**src/rtl/asyn_fifo_wr_arbiter.sv**
```systemverilog
// Round-robin, burst-locked arbiter feeding the async FIFO write port from NUM_REQ producers.
// Define ASYN_FIFO_ARB_STATS_EN to add per-requester accepted-beat counters on grant_cnt.
module asyn_fifo_wr_arbiter #(
    parameter int DATA_BITS = 10,
    parameter int NUM_REQ   = 4,
    parameter int MAX_BURST = 4
) (
    input  logic                           w_clk,
    input  logic                           w_reset,
    input  logic [NUM_REQ-1:0]             req_valid,
    input  logic [NUM_REQ*DATA_BITS-1:0]   req_data,
    output logic [NUM_REQ-1:0]             req_ready,
    output logic                           write,
    output logic [DATA_BITS-1:0]           input_data,
    input  logic                           full,
    output logic [$clog2(NUM_REQ)-1:0]     grant_id,
    output logic                           busy
`ifdef ASYN_FIFO_ARB_STATS_EN
    ,
    output logic [NUM_REQ*16-1:0]          grant_cnt
`endif
);
    localparam int GW = $clog2(NUM_REQ);

    // Handshake: a beat moves from requester i when req_valid[i] & req_ready[i] on a rising
    // w_clk edge; the FIFO takes a beat when write=1 (already qualified by ~full).
    typedef enum logic {IDLE, GRANT} state_t;

    state_t               state;
    logic                 out_valid;
    logic [DATA_BITS-1:0] out_data;
    logic [3:0]           beat_cnt;

    logic                 stage_free;
    logic                 accept;
    logic [DATA_BITS-1:0] sel_data;
    logic                 found;
    logic [GW-1:0]        next_id;
    logic [GW-1:0]        idx_b;

    assign write      = out_valid & ~full;
    assign input_data = out_data;
    assign stage_free = ~out_valid | write;
    assign busy       = (state == GRANT);

    always_comb begin
        sel_data  = '0;
        req_ready = '0;
        for (int i = 0; i < NUM_REQ; i++) begin
            if (grant_id == GW'(i)) begin
                sel_data = req_data[i*DATA_BITS +: DATA_BITS];
            end
            req_ready[i] = (state == GRANT) && (grant_id == GW'(i)) && stage_free;
        end
        accept = |(req_valid & req_ready);
    end

    // Search starts just after the last grant so every waiting requester is reached in turn.
    always_comb begin
        found   = 1'b0;
        next_id = grant_id;
        idx_b   = '0;
        for (int k = 1; k <= NUM_REQ; k++) begin
            idx_b = GW'((int'(grant_id) + k) % NUM_REQ);
            if (!found && req_valid[idx_b]) begin
                found   = 1'b1;
                next_id = idx_b;
            end
        end
    end

    always_ff @(posedge w_clk or posedge w_reset) begin
        if (w_reset) begin
            state     <= IDLE;
            out_valid <= 1'b0;
            out_data  <= '0;
            grant_id  <= GW'(NUM_REQ - 1);
            beat_cnt  <= '0;
        end else begin
            if (accept) begin
                out_valid <= 1'b1;
                out_data  <= sel_data;
            end else if (write) begin
                out_valid <= 1'b0;
            end

            case (state)
                IDLE: begin
                    if (found) begin
                        grant_id <= next_id;
                        beat_cnt <= '0;
                        state    <= GRANT;
                    end
                end
                GRANT: begin
                    if (accept) begin
                        beat_cnt <= beat_cnt + 4'd1;
                        if (beat_cnt == 4'(MAX_BURST - 1)) begin
                            state <= IDLE;
                        end
                    end else if (!req_valid[grant_id]) begin
                        state <= IDLE;
                    end
                    // Otherwise back-pressure holds the burst in place.
                end
                default: state <= IDLE;
            endcase
        end
    end

`ifdef ASYN_FIFO_ARB_STATS_EN
    logic [15:0] cnt [NUM_REQ];

    always_ff @(posedge w_clk or posedge w_reset) begin
        if (w_reset) begin
            for (int i = 0; i < NUM_REQ; i++) begin
                cnt[i] <= '0;
            end
        end else begin
            for (int i = 0; i < NUM_REQ; i++) begin
                if (req_valid[i] && req_ready[i] && (cnt[i] != 16'hFFFF)) begin
                    cnt[i] <= cnt[i] + 16'd1;
                end
            end
        end
    end

    for (genvar g = 0; g < NUM_REQ; g++) begin : g_cnt
        assign grant_cnt[g*16 +: 16] = cnt[g];
    end
`endif

endmodule

```
**config.mk**
```make
export PLATFORM = sky130hd
export DESIGN_NAME = asyn_fifo_wr_arbiter
export DESIGN_NICKNAME = d
export VERILOG_FILES = /design/src/rtl/asyn_fifo_wr_arbiter.sv
export SDC_FILE = /design/constraint.sdc
export NUM_CORES = 1
export LEC_CHECK = 0
export CAP_MARGIN = 30
export CORE_MARGIN = 1
export CORE_UTILIZATION = 41
export DETAILED_ROUTE_END_ITERATION = 8
export PLACE_DENSITY = 0.84
export SLEW_MARGIN = 25
export SYNTH_ARGS = -nofsm -noshare
export SYNTH_HDL_FRONTEND = slang
export SYNTH_SLANG_ARGS = --single-unit
```
**constraint.sdc**
```tcl
create_clock -name w_clk -period 3.05 [get_ports w_clk]
set_input_delay 0.61 -clock w_clk [delete_from_list [all_inputs] [get_ports w_clk]]
set_output_delay 0.61 -clock w_clk [all_outputs]
set_load 0.05 [all_outputs]
```
==> results.cfg, run 1 <==
[status]
status = completed

[synth]
syn-num-nets = 206
synth.avg_cell_area_um2 = 8.986
synthArstFlopShare_pct = 100.0
syn_area_um2 = 1384
ys_seq_elements = 18
ys.warnings.count = 0
synthCells = 154
seq_area_frac_synth_pct = 32.73
synthDistinctLibCells = 42
synth_edf_count = 0
ys.flop_type = dfrtp_1

[finish]
design_area_um2 = 2056
drive_gt1_share_pct = 10.85
antenna_cells = 0
area_growth_pct = 48.55
nets = 265
instances_no_fill = 256

[worst_setup_path]
crit_path_end_kind = output pin
crit_fanout = 22
worstPathArrival_ps = 2050
worstRegToRegCells = 6
r2r_setup_slack_ps = 590
timing.rr.end = busy
start_kind = register
worstPathRequired_ps = 2440
r2r_start = grant_id[0]
critPathKind = register to output pin

[clock_tree]
cts_tree = yes
cts_setup_buffers = 0
cts.sinks = 18
root_buffer = clkbuf_4
clock_path_buffers = 2
holdBufCountCts = 0
htree_num_levels = 1
cts.clk_slew.worst_paths_ps = 90
post_cts_resized = 0
cts_made_buffers = 3
clk-insertion-delay-late_ps = 290

[global_routing]
grt_pass1_wl_um = 5989
grt_max_degree = 23
grt_overflow_total = 0
grt_pass1_vias = 1317
antenna_found_initial = 0
grt_usage_pct = 22.05

[sta]
worst_pin_slew_ps = 687.0
worst_hold_slack_ps = 520.4
slew_violations = 0
fin_worst_skew_ps = 8.241
rsz0062_at_grt = false
setup-tns-final_ps = 0
finalSetupViolCount = 0
finalHoldViolCount = 0
fin_crit_ps = 2664
period_share_pct = 87.35
max_slew_margin_pct = 54.20
fmax_mhz = 375.3
fin_ws_ps = 385.7

[placed_design]
place_ws_ps = 448.8
hpwlAfterDp_um = 3090
gp_congestion = 0.7669
placed_cell_area_um2 = 2029
io_buffers = 64
placed_cells = 252

[pwr]
p_leak_uw = 0.0008571
p_per_area_nw_per_um2 = 1120
worst_ir_drop_vdd_mv = 0.6568

[routing]
drt-vias-per-instance = 5.469
drtPass1Iterations = 4
wirelength_um = 3851
drt_iter0_markers = 65
wire_per_inst_um = 15.04
drc = 0
ant_nets = 0
vias = 1400

[min_path]
hp-class = register to register
holdPathStages = 1
hold_start = input_data[1]
worstHoldEndpoint = input_data[1]

[die]
rows = 20
die_area_um2 = 3611
die_h_um = 60.10
ioPinCount = 65
core_area_um2 = 3128
start_util_pct = 44.24
die_x_um = 60.10

[flow_run]
max_cap_violations = 0
## cells by family after synthesis
kind of cell / share of synthesized area (%)
fa+ha+maj: 4.521
simple gates: 17.27
buf+inv: 8.318
mux: 10.40
compound gates: 26.76
flops: 32.73
## power breakdown
| part | switching [µW] | internal [µW] |
|---|---|---|
| Combinational | 1010 | 693 |
| Sequential | 115 | 364 |
| Clock | 67.6 | 50.7 |
## cells in the final DEF, fill, tap and decap left out, types with 4 or more instances in the layout
| cell type | synthesis | final |
|---|---|---|
| nand2_1 | 12 | 12 |
| a211o_1 | 9 | 9 |
| and2_1 | 5 | 5 |
| nor2b_1 | 4 | 4 |
| nor2_1 | 13 | 13 |
| buf_4 | 1 | 7 |
| clkdlybuf4s50_1 | 0 | 60 |
| a221oi_1 | 9 | 9 |
| ha_1 | 5 | 5 |
| mux2i_1 | 4 | 4 |
| a31oi_1 | 9 | 9 |
| inv_1 | 13 | 13 |
| dfrtp_1 | 16 | 16 |
## worst max-delay path: stages (launching register included)
cell and delay [ps]:
dfstp_2 680, inv_1 180, ha_1 470, and2_1 250, buf_4 190
## cell usage after synthesis, types with 4 or more instances
library cell / instances / share of area (%)
a31oi_1: 9 / 4.1
a211o_1: 9 / 5.7
dfrtp_1: 16 / 29
nor2b_1: 4 / 1.8
inv_1: 13 / 3.5
nand2_1: 12 / 3.3
mux2i_1: 4 / 2.9
a221oi_1: 9 / 5.7
clkbuf_1: 6 / 1.6
and2_1: 5 / 2.3
nor2_1: 13 / 3.5
ha_1: 5 / 4.5
## worst max path at each step
stage / depth (start not counted) / end / from
2_1_floorplan: 8 / busy / grant_id[0]
3_3_place_gp: 3 / write / full
3_5_place_dp: 3 / write / full
4_1_cts: 4 / req_ready[2] / grant_id[0]
5_1_grt: 4 / req_ready[2] / grant_id[0]
6_report: 4 / req_ready[2] / grant_id[0]
## per-stage QoR
step           total power [µW]  utilization, %
6_report                   2302           65.72
5_1_grt                    2456           65.72
4_1_cts                    2313           65.72
3_5_place_dp               2187           64.88
3_3_place_gp               2122           64.88
2_1_floorplan              1712               -
## per-layer routing
metal | track usage, % | wire, µm | vias up
met5 | 0 | 0 | -
met4 | 6.645 | 42 | 0
met3 | 1.948 | 162 | 4
met2 | 39.52 | 2047 | 45
met1 | 27.76 | 1599 | 673
li1 | - | - | 678
## registers in the layout, indices dropped and copies added (netlist names)
signal      count
beat_cnt        4
busy            1
grant_id        2
input_data     10
out_valid       1
## final cells by class
| class | instances | area, µm² |
|---|---|---|
| Inverter | 13 | 48.80 |
| Fill cell | 248 | 1072 |
| Tap cell | 44 | 55.05 |
| Clock buffer | 4 | 26.28 |
| Timing Repair Buffer | 67 | 653.1 |
| Sequential cell | 18 | 452.9 |
| Multi-Input combinational cell | 110 | 819.5 |
Power figures use the tool's default switching activity.
==> inputs of run 2 (changes only) <==
Settings changed: CAP_MARGIN 30 to unset.
==> results of run 2 <==
Same layout as run 1: the final DEF is identical, and so are final timing and power.
==> inputs of run 3 (changes only) <==
Settings changed: CORE_MARGIN 1 to unset.
==> results of run 3 <==
Same layout as run 1: the final DEF is identical, and so are final timing and power.
